<file path="config.mk">
export PLATFORM = sky130hd
export DESIGN_NAME = ascon_controller
export DESIGN_NICKNAME = d
export VERILOG_FILES = /design/src/rtl/ascon_pkg.sv /design/src/rtl/ascon_round_counter.sv /design/src/rtl/ascon_controller.sv
export SDC_FILE = /design/constraint.sdc
export NUM_CORES = 1
export LEC_CHECK = 0
export ABC_AREA = 1
export CORE_ASPECT_RATIO = 1.2
export CORE_UTILIZATION = 47
export CTS_CLUSTER_SIZE = 10
export DETAILED_ROUTE_END_ITERATION = 8
export GPL_TIMING_DRIVEN = 0
export PLACE_DENSITY_LB_ADDON = 0.08
export SLEW_MARGIN = 20
export SYNTH_ARGS = -nofsm -noshare
export SYNTH_HDL_FRONTEND = slang
export SYNTH_SLANG_ARGS = --single-unit
</file>
<file path="constraint.sdc">
create_clock -name clock -period 1.4 [get_ports clock]
set_input_delay 0.14 -clock clock [delete_from_list [all_inputs] [get_ports clock]]
set_output_delay 0.14 -clock clock [all_outputs]
set_load 0.1 [all_outputs]
</file>
<file path="src/rtl/ascon_pkg.sv">
// Shared constants and controller state encoding for the ASCON-128 slice.
// Latency: n/a (declarations only).
// Backpressure: n/a. Controller feature macro: ASCON_CTRL_ABORT_EN.
package ascon_pkg;

  // Rounds of the initialization / finalization permutation p^a.
  localparam int C_ROUNDS_A = 12;

  // ASCON-128 initialization vector; the host places it in front of K and N.
  localparam logic [63:0] C_IV_128 = 64'h80400C0600000000;

  typedef enum logic [2:0] {
    CS_IDLE    = 3'd0,
    CS_INIT    = 3'd1,
    CS_AD_WAIT = 3'd2,
    CS_AD_RUN  = 3'd3,
    CS_PT_WAIT = 3'd4,
    CS_PT_RUN  = 3'd5,
    CS_FINAL   = 3'd6,
    CS_DONE    = 3'd7
  } t_ctrl_state;

endpackage

</file>
<file path="src/rtl/ascon_round_counter.sv">
// Round index counter shared by INIT, data-block runs and FINAL.
// Latency: load/increment visible the cycle after the request.
// Backpressure: none; holds its value when neither load nor inc is set.
module ascon_round_counter
  import ascon_pkg::*;
(
  input  logic       clock,
  input  logic       reset,
  input  logic       i_clear,
  input  logic       i_load,
  input  logic [3:0] i_load_val,
  input  logic       i_inc,
  output logic [3:0] o_rnd,
  output logic       o_last
);

  // Every phase ends on the last p^a round index, so a single terminal count suffices.
  assign o_last = (o_rnd == 4'(C_ROUNDS_A - 1));

  // Clear has priority, then load, then increment.
  always_ff @(posedge clock) begin
    if (reset || i_clear) begin
      o_rnd <= 4'd0;
    end else if (i_load) begin
      o_rnd <= i_load_val;
    end else if (i_inc) begin
      o_rnd <= o_rnd + 4'd1;
    end
  end

endmodule

</file>
<file path="src/rtl/ascon_controller.sv">
// Sequencing FSM for the ASCON-128 permutation: init, AD, PT, finalization, one round per clock.
// Latency: 12 init rounds, G_ROUNDS_B cycles per data block, tag valid 12 cycles after last PT handshake.
// Backpressure: o_data_ready only in the wait states; a stalled host freezes the datapath (no strobes).
// Optional feature: ASCON_CTRL_ABORT_EN adds i_abort, a synchronous return to IDLE.
module ascon_controller
  import ascon_pkg::*;
#(
  parameter int G_ROUNDS_B = 6
) (
  input  logic       clock,
  input  logic       reset,
  input  logic       i_start,
  input  logic       i_ad_present,
  input  logic       i_data_valid,
  input  logic       i_data_last,
`ifdef ASCON_CTRL_ABORT_EN
  input  logic       i_abort,
`endif
  output logic       o_data_ready,
  output logic       o_sys_enable,
  output logic       o_mux_select,
  output logic       o_enable_xor_key_begin,
  output logic       o_enable_xor_data_begin,
  output logic       o_enable_xor_key_end,
  output logic       o_enable_xor_lsb_end,
  output logic       o_enable_cipher_reg,
  output logic       o_enable_tag_reg,
  output logic       o_enable_state_reg,
  output logic [3:0] o_round,
  output logic       o_cipher_valid,
  output logic       o_busy,
  output logic       o_done
);

  localparam logic [2:0] ST_IDLE    = CS_IDLE;
  localparam logic [2:0] ST_INIT    = CS_INIT;
  localparam logic [2:0] ST_AD_WAIT = CS_AD_WAIT;
  localparam logic [2:0] ST_AD_RUN  = CS_AD_RUN;
  localparam logic [2:0] ST_PT_WAIT = CS_PT_WAIT;
  localparam logic [2:0] ST_PT_RUN  = CS_PT_RUN;
  localparam logic [2:0] ST_FINAL   = CS_FINAL;
  localparam logic [2:0] ST_DONE    = CS_DONE;

  // p^b uses the last G_ROUNDS_B round constants of p^a.
  localparam logic [3:0] R_BLK_FIRST = 4'(C_ROUNDS_A - G_ROUNDS_B);
  localparam logic [3:0] R_BLK_NEXT  = 4'(C_ROUNDS_A - G_ROUNDS_B + 1);
  // With a single p^b round the handshake cycle is also the block's final round.
  localparam bit SINGLE_ROUND_B = (G_ROUNDS_B == 1);

  logic [2:0] state, state_nxt;
  logic       ad_present_q, last_q;
  logic       abort, in_wait, hs, start_ok;
  logic       cnt_load, cnt_inc, rnd_last;
  logic [3:0] cnt_val, rnd;

`ifdef ASCON_CTRL_ABORT_EN
  assign abort = i_abort;
`else
  assign abort = 1'b0;
`endif

  assign in_wait      = (state == ST_AD_WAIT) || (state == ST_PT_WAIT);
  assign o_data_ready = in_wait && !abort;
  assign hs           = o_data_ready && i_data_valid;
  assign start_ok     = ((state == ST_IDLE) || (state == ST_DONE)) && i_start && !abort;
  assign o_busy       = (state != ST_IDLE) && (state != ST_DONE);
  assign o_done       = (state == ST_DONE);

  ascon_round_counter u_round_counter (
    .clock      (clock),
    .reset      (reset),
    .i_clear    (abort),
    .i_load     (cnt_load),
    .i_load_val (cnt_val),
    .i_inc      (cnt_inc),
    .o_rnd      (rnd),
    .o_last     (rnd_last)
  );

  // Permutation strobes and round index decoded from state, round and handshake.
  always_comb begin
    o_mux_select            = 1'b0;
    o_enable_xor_key_begin  = 1'b0;
    o_enable_xor_data_begin = 1'b0;
    o_enable_xor_key_end    = 1'b0;
    o_enable_xor_lsb_end    = 1'b0;
    o_enable_cipher_reg     = 1'b0;
    o_enable_tag_reg        = 1'b0;
    o_enable_state_reg      = 1'b0;
    o_round                 = 4'd0;
    case (state)
      ST_INIT: begin
        o_enable_state_reg   = 1'b1;
        o_mux_select         = (rnd != 4'd0);
        o_round              = rnd;
        o_enable_xor_key_end = rnd_last;
        o_enable_xor_lsb_end = rnd_last && !ad_present_q;
      end
      ST_AD_WAIT, ST_PT_WAIT: begin
        // Last PT block starts p^a at round 0; every other block starts p^b.
        o_round = ((state == ST_PT_WAIT) && i_data_last) ? 4'd0 : R_BLK_FIRST;
        if (hs) begin
          o_enable_state_reg      = 1'b1;
          o_mux_select            = 1'b1;
          o_enable_xor_data_begin = 1'b1;
          if (state == ST_PT_WAIT) begin
            o_enable_cipher_reg    = 1'b1;
            o_enable_xor_key_begin = i_data_last;
          end else begin
            o_enable_xor_lsb_end   = SINGLE_ROUND_B && i_data_last;
          end
        end
      end
      ST_AD_RUN: begin
        o_enable_state_reg   = 1'b1;
        o_mux_select         = 1'b1;
        o_round              = rnd;
        o_enable_xor_lsb_end = rnd_last && last_q;
      end
      ST_PT_RUN: begin
        o_enable_state_reg = 1'b1;
        o_mux_select       = 1'b1;
        o_round            = rnd;
      end
      ST_FINAL: begin
        o_enable_state_reg   = 1'b1;
        o_mux_select         = 1'b1;
        o_round              = rnd;
        o_enable_xor_key_end = rnd_last;
        o_enable_tag_reg     = rnd_last;
      end
      default: ;
    endcase
  end

  // Next-state and round counter control.
  always_comb begin
    state_nxt = state;
    cnt_load  = 1'b0;
    cnt_val   = 4'd0;
    cnt_inc   = 1'b0;
    case (state)
      ST_IDLE, ST_DONE: begin
        if (start_ok) begin
          state_nxt = ST_INIT;
          cnt_load  = 1'b1;
        end
      end
      ST_INIT: begin
        if (rnd_last) state_nxt = ad_present_q ? ST_AD_WAIT : ST_PT_WAIT;
        else          cnt_inc   = 1'b1;
      end
      ST_AD_WAIT: begin
        if (hs) begin
          cnt_load = 1'b1;
          cnt_val  = R_BLK_NEXT;
          if (SINGLE_ROUND_B) state_nxt = i_data_last ? ST_PT_WAIT : ST_AD_WAIT;
          else                state_nxt = ST_AD_RUN;
        end
      end
      ST_AD_RUN: begin
        if (rnd_last) state_nxt = last_q ? ST_PT_WAIT : ST_AD_WAIT;
        else          cnt_inc   = 1'b1;
      end
      ST_PT_WAIT: begin
        if (hs) begin
          cnt_load = 1'b1;
          if (i_data_last) begin
            state_nxt = ST_FINAL;
            cnt_val   = 4'd1;
          end else begin
            cnt_val   = R_BLK_NEXT;
            state_nxt = SINGLE_ROUND_B ? ST_PT_WAIT : ST_PT_RUN;
          end
        end
      end
      ST_PT_RUN: begin
        if (rnd_last) state_nxt = ST_PT_WAIT;
        else          cnt_inc   = 1'b1;
      end
      ST_FINAL: begin
        if (rnd_last) state_nxt = ST_DONE;
        else          cnt_inc   = 1'b1;
      end
      default: state_nxt = ST_IDLE;
    endcase
  end

  // State, sticky system enable, cipher-valid pulse and phase flags.
  always_ff @(posedge clock) begin
    if (reset || abort) begin
      state          <= ST_IDLE;
      o_sys_enable   <= 1'b0;
      o_cipher_valid <= 1'b0;
      ad_present_q   <= 1'b0;
      last_q         <= 1'b0;
    end else begin
      state          <= state_nxt;
      o_cipher_valid <= hs && (state == ST_PT_WAIT);
      if (start_ok) begin
        o_sys_enable <= 1'b1;
        ad_present_q <= i_ad_present;
      end
      if (hs) last_q <= i_data_last;
    end
  end

endmodule

</file>
==> results of run 1 <==
-- cells in the mapped netlist (all sizes together) --
library cell,instances,share of area
nand2,36,0.22
o21bai,2,0.018
nand3b,1,0.0090
nand4,1,0.0075
nor2,20,0.10
o21ai,7,0.042
nand3,15,0.12
xor2,1,0.010
nor3,3,0.018
ha,2,0.030
buf,2,0.027
inv,20,0.090
a21oi,4,0.024
o211ai,2,0.018
dfxtp,11,0.26
-- kinds of logic after synthesis --
family,count (synthesis),synth area share
xor+xnor,1,0.0105
fa+ha+maj,2,0.0299
compound gates,15,0.102
simple gates,76,0.478
flops,11,0.263
buf+inv,22,0.117
-- what timing repair did --
action / 4_1_cts
pin swaps: 15
setup buffers: 13
endpoints found under the setup margin: 20
resized for setup: 151
-- metrics by stage --
step | hold WS [ns] | util | std cells
floorplan | 0.209 | - | 127
global placement | 0.439 | 0.784 | 167
detailed placement | 0.447 | 0.784 | 167
CTS | 0.458 | 0.974 | 183
==> summary.txt, run 1 <==
Status
  – Status: aborted with a tool error
  – Halt Stage: 5_1_grt
  – Error: [ERROR DPL-0038] Utilization greater than 100%, impossible to legalize

Clock network
  – Clock tree buffer depth: 2
  – Root buffer cell: clkbuf_4
  – Hold_buf cts: 0
  – CTS Sinks: 11
  – H-tree depth: 1
  – CTS buffer count: 3

Placement
  – GPL Wtd Cong: ~0.76
  – HPWL Detailed: approximately 1700 µm
  – Port bufs: 22
  – Dpl ws: -0.955 ns
  – Placement Cell Area: 1290 µm²

Synthesis
  – Sequential share of the synthesized area: 0.263
  – Post-synthesis area per instance: 6.59 µm²
  – Post-Syn Area: about 840 µm²
  – Number of library cell types mapped by synthesis: 24
  – Yosys warnings: 0
  – Flops & latches, synth: 11
  – Cells after Synth: 127
  – Syn nets: between 100 and 150

GRT
  – Pin count of the biggest net entering global routing: 9

Die
  – Row count: 16
  – Chip Height: slightly below 50 µm
  – Die X: 40.5 µm
  – I/O pins: 23
  – Initial core utilization: 0.510

STA
  – Worst EP kind: top-level output
  – Post-GRT worst EP: o_round[1]
==> run 2: changes to the inputs <==
--- a/config.mk
+++ b/config.mk
@@ -6,12 +6,11 @@
 export NUM_CORES = 1
 export LEC_CHECK = 0
 export ABC_AREA = 1
-export CORE_ASPECT_RATIO = 1.2
-export CORE_UTILIZATION = 47
-export CTS_CLUSTER_SIZE = 10
+export CORE_AREA = 2 2 63 65
 export DETAILED_ROUTE_END_ITERATION = 8
+export DIE_AREA = 0 0 65 67
 export GPL_TIMING_DRIVEN = 0
-export PLACE_DENSITY_LB_ADDON = 0.08
+export PLACE_DENSITY_LB_ADDON = 0.15
 export SLEW_MARGIN = 20
 export SYNTH_ARGS = -nofsm -noshare
 export SYNTH_HDL_FRONTEND = slang
==> run 2 against run 1 <==
Net effect:
- the flow now finishes, with violations (negative setup slack)
- synthesized cell count unchanged
- area after synthesis did not move
==> summary.txt, run 2 <==
Status
  – Status: finished with violations
  – Failing checks: negative setup slack

STA
  – Worst-Margin Slew: about 0.54 ns
  – Tcrit/Tclk final: 1.11
  – Slew HR: 0.639
  – Pins over their slew limit: 0
  – Finish-stage setup viols: 18
  – Final Hold Fails: 0
  – Final worst slack: -0.150 ns
  – Min cycle time layout: 1.55 ns
  – RSZ-0062 raised after global routing: true
  – Worst Skew: about 0.0030 ns
  – Max Freq: between 600 and 700 MHz

Placement
  – HPWL Detailed: roughly 1800 µm
  – GPL Wtd Cong: approximately 0.8
  – Port bufs: 22

Final layout
  – Top Registers: u_round_counter.o_rnd x4, state x3
  – Most common cell after layout, fill and taps aside: nand2_1
  – Fin util: 0.474
  – Biggest register: u_round_counter.o_rnd
  – Synth-to-Final Area Change: 104%
  – Max reg flops: 4
  – Most frequent cells in the layout: nand2_1, buf_12, buf_4
  – Ant diodes: 0
  – Fill count: 340
  – Multi-input combinational cell area: around 800 µm²
  – Nets@finish: between 150 and 200
  – Share of cells above drive strength 1: 0.536
  – Register area: ~230 µm²

Critical path
  – Worst setup SP type: flop
  – Critical path fanouts, max: 7
  – R2r setup slk: -0.07 ns
  – Worst R2R End: u_round_counter.o_rnd[1]$_SDFFE_PP0P_
  – Worst path arrival time: approximately 1.4 ns
  – Worst Path Required: ~1.3 ns
  – Top Family by Delay on Critical Path: flip-flops
  – Worst r2r src: state[0]$_SDFFE_PP0P_
  – CP peak stage delay: roughly 0.40 ns
  – Worst Path Buf+Inv: 2
  – Crit end category: output port
  – Critical path type: flop to output port
  – Worst-path cell chain: nor2_4 > buf_4 > nand3_4 > nand2_8 > o21ai_4 > buf_12
  – CP max-delay cell: dfxtp_4
  – R2r worst-path depth: 10

Route
  – DR iter-0 viols: 29
  – Final ANT Viol Nets: 0
  – First-pass DRT Iterations: 4
  – Via count: around 940
  – Total wire length: between 2000 and 3000 µm
  – DRC: 0
  – Vias per std cell: ~4.4
  – WL per Instance: ~12 µm

Clock network
  – Root buffer cell: clkbuf_8
  – Clock insertion delay at the later pin of the skew report: approximately 0.24 ns
  – CTS Sinks: 11
  – CTS buffer count: 3
  – H-tree depth: 1
  – CTS tree: done
  – Clock tree buffer depth: 2
  – Hold_buf cts: 0
  – Reg clk slew, reported paths: about 0.060 ns

Synthesis
  – Yosys warnings: 0
  – Cell taking the most area after synthesis: dfxtp_1
  – Number of library cell types mapped by synthesis: 24
  – Sequential share of the synthesized area: 0.263
  – Post-synthesis area per instance: about 6.6 µm²
  – Flops & latches, synth: 11
  – Main synth FF type: dfxtp_1
  – Synth top area cells: dfxtp_1, nand2_1, nor2_1, nand3_1, inv_1
  – Most common cell in the netlist: nand2_1
  – Synth async-reset ratio: 0
  – Most frequent cells after synthesis: nand2_1, nor2_1, inv_1
  – Cells after Synth: ~130
  – Yosys top cell area share: 0.263
  – Syn nets: around 140
  – Post-Syn Area: 837 µm²
  – Post-synth EDFFs: 0

Hold path
  – Hold Path Stages: 2
  – Hold Crit Class: flop to flop
  – Hold worst-path end: o_sys_enable$_SDFFE_PP0P_
  – Hold path start: o_sys_enable$_SDFFE_PP0P_

Die
  – I/O pins: 23
  – Row count: 22
  – Die X: roughly 65 µm
  – Chip Height: 67 µm
  – Area of the core: 3610 µm²
  – Die area: 4360 µm²
  – Initial core utilization: 0.232

GRT
  – Global Route Usage Sum: 0.131
  – Pin count of the biggest net entering global routing: 9
  – GRT overflow: 0
  – Initial antenna violation count: 0
  – First-pass GRT wire length: 4330 µm
  – Vias in the first global route: 966

Run
  – Max cap viols: 0
run 2: cell counts after synthesis:
Identical to the previous run, type by type.
run 2: worst max path at each step:
| stage | startpoint | to | cells after the start |
|---|---|---|---|
| 2_1_floorplan | state[0]$_SDFFE_PP0P_ | o_enable_xor_lsb_end | 5 |
| 3_3_place_gp | i_data_last | o_round[2] | 5 |
| 3_5_place_dp | i_data_valid | o_enable_xor_key_begin | 4 |
| 4_1_cts | state[0]$_SDFFE_PP0P_ | o_mux_select | 6 |
| 5_1_grt | state[0]$_SDFFE_PP0P_ | o_enable_xor_lsb_end | 5 |
| 6_report | state[1]$_SDFFE_PP0P_ | o_round[2] | 6 |
run 2: what timing repair did:
item,in CTS,in global routing
buffers inserted,9,5
pin swaps,14,11
gates resized for setup,153,10
setup endpoints to repair,25,22
run 2: routing by layer:
layer / global-route usage / vias to the layer above / wire length (µm)
met2: 0.222 / 17 / 1300
met5: 0 / - / 0
met1: 0.156 / 441 / 1090
li1: - / 481 / -
met3: 0.0389 / 4 / 110
met4: 0.0479 / 0 / 38
run 2: worst min-delay path, stage by stage (launching register included):
cell and delay [ns]:
dfxtp_1 0.31, inv_1 0.05, a21oi_1 0.06
run 2: stage by stage:
step           std cells  worst slack [ns]  cell area (µm²)  setup TNS, ns  hold slack (ns)
5_1_grt              214            -0.207             1710          -3.06            0.495
4_1_cts              209            -0.161             1620          -1.42            0.467
3_5_place_dp         197            -0.943             1320         -13.21            0.457
3_3_place_gp         197            -0.942             1320         -12.81            0.438
6_report             214            -0.150             1710          -1.69            0.464
2_1_floorplan        127            -0.187             1040         -0.667            0.209
run 2: kinds of logic (layout without fill, tap and decap cells):
family,after synthesis,after routing,synth area share
simple gates,76,76,0.478
buf+inv,22,61,0.117
compound gates,15,15,0.102
flops,11,11,0.263
fa+ha+maj,2,2,0.0299
xor+xnor,1,1,0.0105
run 2: final cells by class:
cell class,count,share of cell area
sequential,11,0.135
clock buffer,4,0.0263
tap,48,0.0351
timing repair buffer,36,0.268
inverter,20,0.0622
multi-input combinational,94,0.461
buffer,1,0.0117
Power of run 2 is not shown: default switching activity piles up to over one toggle a cycle in this logic, so the estimate is an artifact.
==> run 3: changes to the inputs <==
--- a/config.mk
+++ b/config.mk
@@ -5,8 +5,8 @@
 export SDC_FILE = /design/constraint.sdc
 export NUM_CORES = 1
 export LEC_CHECK = 0
-export ABC_AREA = 1
 export CORE_AREA = 2 2 63 65
+export CTS_BUF_LIST = sky130_fd_sc_hd__clkbuf_8 sky130_fd_sc_hd__clkbuf_16
 export DETAILED_ROUTE_END_ITERATION = 8
 export DIE_AREA = 0 0 65 67
 export GPL_TIMING_DRIVEN = 0
==> run 3 against run 2 <==
Net effect:
- the run still ends with negative setup slack left
- via count is 11% higher
- final cell count stayed put
- critical endpoint is now o_mux_select
- highest routed layer unchanged
- register-to-register slack worse by 0.07 ns
- sequential share of layout area is 1.4 points lower
- routed wire length is 30% higher
- worst setup slack worse by 0.090 ns
- clock skew hardly changed
- core utilization is 7.8 points higher
- global-route usage is 2.9 points higher
- clock-buffer cell count is 1 lower
==> summary.txt, run 3 <==
Synthesis
  – Cells after Synth: between 100 and 150
  – Syn nets: around 120
  – Main synth FF type: dfxtp_1
  – Yosys warnings: 0
  – Yosys top cell area share: 0.236
  – Synth async-reset ratio: 0
  – Number of library cell types mapped by synthesis: between 40 and 50
  – Post-synth EDFFs: 0
  – Most common cell in the netlist: nor2_1
  – Most frequent cells after synthesis: nor2_1, a21oi_1, dfxtp_1
  – Flops & latches, synth: 11
  – Post-Syn Area: approximately 930 µm²
  – Sequential share of the synthesized area: 0.236
  – Synth top area cells: dfxtp_1, a21oi_1, nor2_1, mux2i_1, inv_1
  – Cell taking the most area after synthesis: dfxtp_1
  – Post-synthesis area per instance: roughly 8 µm²

Critical path
  – Crit end category: output port
  – Worst Path Required: approximately 1.3 ns
  – Worst path arrival time: ~1.5 ns
  – CP Launch Point: state[1]$_SDFFE_PP0P_
  – Critical path type: flop to output port
  – Worst setup SP type: flop
  – Worst r2r src: state[2]$_SDFFE_PP0P_
  – Critical path fanouts, max: 9
  – R2r setup slk: -0.14 ns

Route
  – Total wire length: 3290 µm
  – Metal1 wirelength: 1470 µm
  – First-pass DRT Iterations: 4
  – Detailed route wirelength on metal3: 117 µm
  – Final ANT Viol Nets: 0
  – DRC: 0
  – Length of routed met2 wiring: approximately 1700 µm
  – Max Used Layer: met4
  – Vias per std cell: slightly below 5
  – WL per Instance: between 15 and 20 µm
  – Via count: 1046
  – DR iter-0 viols: 21

STA
  – Max Freq: a little over 600 MHz
  – Finish-stage setup viols: 20
  – Final worst slack: -0.240 ns
  – Final Hold Fails: 0
  – Fin Hold WS: around 0.28 ns
  – Worst-Margin Slew: ~0.55 ns
  – RSZ-0062 raised after global routing: true
  – Slew HR: 0.635
  – Worst Skew: about 0.0031 ns
  – Min cycle time layout: between 1.5 and 2 ns
  – Tcrit/Tclk final: 1.17
  – Pins over their slew limit: 0

Placement
  – Placement Cell Area: about 1400 µm²
  – Port bufs: 21
  – GPL Wtd Cong: 0.746
  – HPWL Detailed: 2010 µm

Die
  – Die area: 4360 µm²
  – Area of the core: between 3000 and 4000 µm²
  – Row count: 22
  – Initial core utilization: 0.259
  – Die X: 65 µm
  – I/O pins: 23
  – Chip Height: 67 µm

Final layout
  – Max reg flops: 4
  – Share of cells above drive strength 1: 0.657
  – Most frequent cells in the layout: buf_4, buf_12, inv_1
  – Most common cell after layout, fill and taps aside: buf_4
  – Biggest register: u_round_counter.o_rnd
  – Fin util: 0.553
  – Nets@finish: between 150 and 200
  – Ant diodes: 0
  – Top Registers: u_round_counter.o_rnd x4, state x3
  – Fill count: 312
  – Post-route cell area: between 1500 and 2000 µm²
  – Synth-to-Final Area Change: 114%

GRT
  – Global Route Usage Sum: 0.160
  – GRT overflow: 0
  – Initial antenna violation count: 0
  – First-pass GRT wire length: 5280 µm
  – Vias in the first global route: roughly 1100
  – Pin count of the biggest net entering global routing: 11

Clock network
  – Clock tree buffer depth: 2
  – Root buffer cell: clkbuf_8
  – Reg clk slew, reported paths: 0.05 ns
  – CTS Sinks: 11
  – Hold_buf cts: 0
  – CTS tree: done
  – H-tree depth: 1
  – Clock insertion delay at the later pin of the skew report: 0.24 ns
  – CTS buffer count: 3

Hold path
  – Hold path start: reset
  – Hold Crit Class: input pin to flop

Status
  – Status: finished with violations
  – Failing checks: negative setup slack

Run
  – Max cap viols: 0
-- run 3: cell types whose count changed after synthesis, moves of 3 or more --
cell / before / now
inv_2: 4 / 0
nor2b_1: 0 / 5
inv_1: 16 / 9
o21ai_0: 6 / 2
nand2_1: 29 / 6
mux2i_1: 0 / 4
nand2_4: 4 / 0
buf_2: 0 / 3
nand3_1: 12 / 1
nor2_1: 17 / 12
a21oi_1: 4 / 11
-- run 3: critical path, cell delays in order (launching register included) --
cell,delay (ns)
dfxtp_4,0.36
buf_8,0.14
maj3_2,0.31
nor2_4,0.10
nor2_4,0.04
a21boi_4,0.13
buf_12,0.17
-- run 3: path summary, 6_finish.rpt --
path                            cells past startpoint                               endpoint
worst min-delay path                                2              ad_present_q$_SDFFE_PP0P_
worst min register to register                      2              o_sys_enable$_SDFFE_PP0P_
worst max register to register                      7  u_round_counter.o_rnd[1]$_SDFFE_PP0P_
worst max-delay path                                6                           o_mux_select
-- run 3: cells by family after synthesis --
family,after synthesis,synth area share
flip-flops,11,0.236
AND/OR/NAND/NOR,42,0.246
buffers and inverters,18,0.109
adder cells (fa/ha/maj),3,0.0376
AO/OA/AOI/OAI,35,0.301
XOR/XNOR,3,0.0282
multiplexers,4,0.0430
-- run 3: repair_timing --
item | 4_1_cts | 5_1_grt
buffers inserted | 21 | 6
setup endpoints to repair | 24 | 23
gates resized for setup | 172 | 27
pin swaps | 9 | 8
cloned | 0 | 0
-- run 3: per-stage QoR --
| stage | setup WS [ns] | instances | TNS [ns] |
|---|---|---|---|
| after floorplan | -0.714 | 116 | -4.50 |
| after global placement | -1.23 | 185 | -16.90 |
| after detailed placement | -1.25 | 185 | -17.07 |
| after CTS | -0.321 | 210 | -4.05 |
| after global routing | -0.285 | 214 | -3.94 |
| final | -0.240 | 214 | -2.86 |
-- run 3: per-layer routing --
layer  vias to the layer above  GRT usage
met5                         -          0
met4                         0     0.0691
met2                        25      0.285
li1                        518          -
met3                         6     0.0186
met1                       497      0.192
-- run 3: final cells by class --
cell class	count	area [µm²]	share of cell area
plain buffers	8	121	0.0609
clock buffers	3	41.3	0.0207
clock inverters	1	3.75	0.00188
inverters	9	37.5	0.0188
multi-input cells	87	936	0.470
flip-flops and latches	11	241	0.121
well taps	48	60.1	0.0301
repair buffers	47	552	0.277
Power of run 3 is left out for the same reason.
==> run 4: changes to the inputs <==
--- a/config.mk
+++ b/config.mk
@@ -11,6 +11,7 @@
 export DIE_AREA = 0 0 65 67
 export GPL_TIMING_DRIVEN = 0
 export PLACE_DENSITY_LB_ADDON = 0.15
+export SKIP_CTS_REPAIR_TIMING = 1
 export SLEW_MARGIN = 20
 export SYNTH_ARGS = -nofsm -noshare
 export SYNTH_HDL_FRONTEND = slang
==> run 4 against run 3 <==
Net effect:
- the flow still finishes with violations (negative setup slack)
- sequential share of layout area fell by 0.38 points
- sequential cell count did not move
- routed wire length rose by 2.3%
- non-clock buffer count rose by 3
- via count rose by 2.1%
- first-iteration DRC count did not move
- clock-buffer cell count did not move
- die area did not move
- final cell count rose by 1.4%
- maximum frequency fell by 5.7%
- core utilization rose by 0.90 points
==> summary.txt, run 4 (synthesis results as in run 3) <==
Status
  – Status: finished with violations
  – Failing checks: negative setup slack

Critical path
  – Critical path fanouts, max: 6
  – R2r setup slk: -0.21 ns
  – Worst r2r src: state[2]$_SDFFE_PP0P_
  – R2r worst-path depth: 8
  – Worst path arrival time: 1.60 ns
  – Worst-path cell chain: buf_6 > buf_8 > maj3_2 > nor2_4 > nor2_4 > a21boi_4 > buf_12
  – Crit end category: output port
  – CP peak stage delay: 0.32 ns
  – Critical path type: flop to output port
  – Worst path most repeated cell: nor2_4
  – Worst Path Required: roughly 1.3 ns
  – Worst R2R End: u_round_counter.o_rnd[1]$_SDFFE_PP0P_
  – CP Launch Point: state[2]$_SDFFE_PP0P_
  – Worst setup SP type: flop
  – CP max-delay cell: dfxtp_2

STA
  – Worst-Margin Slew: ~0.55 ns
  – Max Freq: 575 MHz
  – Pins over their slew limit: 0
  – Tcrit/Tclk final: 1.24
  – Final Hold Fails: 0
  – RSZ-0062 raised after global routing: true
  – Finish-stage setup viols: 21
  – Worst Skew: between 0.001 and 0.0015 ns
  – Slew HR: 0.637
  – Setup TNS: -3.64 ns
  – Min cycle time layout: 1.74 ns
  – Final worst slack: -0.339 ns

Final layout
  – Most common cell after layout, fill and taps aside: buf_4
  – Top Registers: u_round_counter.o_rnd x4, state x3
  – Biggest register: u_round_counter.o_rnd
  – Post-route cell area: 2030 µm²
  – Fin util: 0.562
  – Share of cells above drive strength 1: 0.657
  – Most frequent cells in the layout: buf_4, buf_12, buf_6
  – Nets@finish: 178
  – Fill count: ~300
  – Ant diodes: 0
  – Max reg flops: 4
  – Synth-to-Final Area Change: 117%

Route
  – DR iter-0 viols: 21
  – Via count: around 1100
  – First-pass DRT Iterations: 4
  – Vias per std cell: approximately 5
  – Final ANT Viol Nets: 0
  – Total wire length: approximately 3400 µm
  – WL per Instance: between 15 and 20 µm
  – DRC: 0

Die
  – Die X: between 60 and 70 µm
  – Initial core utilization: 0.259
  – I/O pins: 23
  – Die area: roughly 4400 µm²
  – Area of the core: approximately 3600 µm²
  – Chip Height: ~67 µm
  – Row count: 22

GRT
  – First-pass GRT wire length: roughly 4500 µm
  – Initial antenna violation count: 0
  – Vias in the first global route: just over 900
  – GRT overflow: 0
  – Pin count of the biggest net entering global routing: 11
  – Global Route Usage Sum: 0.134

Clock network
  – H-tree depth: 1
  – CTS Sinks: 11
  – Reg clk slew, reported paths: 0.05 ns
  – CTS buffer count: 3
  – Clock tree buffer depth: 2
  – Root buffer cell: clkbuf_8
  – Clock insertion delay at the later pin of the skew report: between 0.2 and 0.25 ns
  – CTS tree: done

Placement
  – Port bufs: 21
  – Dpl ws: -1.25 ns
  – HPWL Detailed: approximately 2000 µm
  – GPL Wtd Cong: between 0.7 and 0.8
  – Placement Cell Area: around 1400 µm²

Run
  – Max cap viols: 0

Hold path
  – Hold Path Stages: 2
  – Hold path start: reset
  – Hold worst-path end: ad_present_q$_SDFFE_PP0P_
  – Hold Crit Class: input pin to flop
[run 4: worst max path at each step]
| stage | to | cells after the start |
|---|---|---|
| floorplan | o_mux_select | 6 |
| global placement | o_enable_xor_key_begin | 5 |
| detailed placement | o_enable_xor_key_begin | 5 |
| CTS | o_enable_tag_reg | 6 |
| global route | o_mux_select | 7 |
| finish | o_mux_select | 7 |
[run 4: metrics by stage]
stage	std cells	hold slack, ns
floorplan	116	0.276
global placement	185	0.436
detailed placement	185	0.441
CTS	189	0.287
global route	217	0.332
finish	217	0.273
[run 4: layout make-up]
class	count	area (µm²)	share of cell area
inverter	9	37.5	0.0185
buffer	9	145	0.0716
multi-input combinational	87	928	0.458
tap	48	60.1	0.0296
timing repair buffer	49	572	0.282
clock inverter	1	3.75	0.00185
clock buffer	3	41.3	0.0204
sequential	11	238	0.117
[run 4: critical path, delay by kind of cell (launching register included)]
family,cells,cell delay [ns]
AO/OA/AOI/OAI,1,0.14
buffers and inverters,3,0.41
adder cells (fa/ha/maj),1,0.31
AND/OR/NAND/NOR,2,0.17
flip-flops,1,0.32
[run 4: layer usage]
| layer | up-vias | part of all wire | GRT usage |
|---|---|---|---|
| met2 | 26 | 0.55 | 0.226 |
| li1 | 521 | - | - |
| met3 | 4 | 0.038 | 0.0101 |
| met1 | 517 | 0.40 | 0.175 |
| met5 | - | 0 | 0 |
| met4 | 0 | 0.011 | 0.0559 |
Power of run 4 is left out for the same reason.
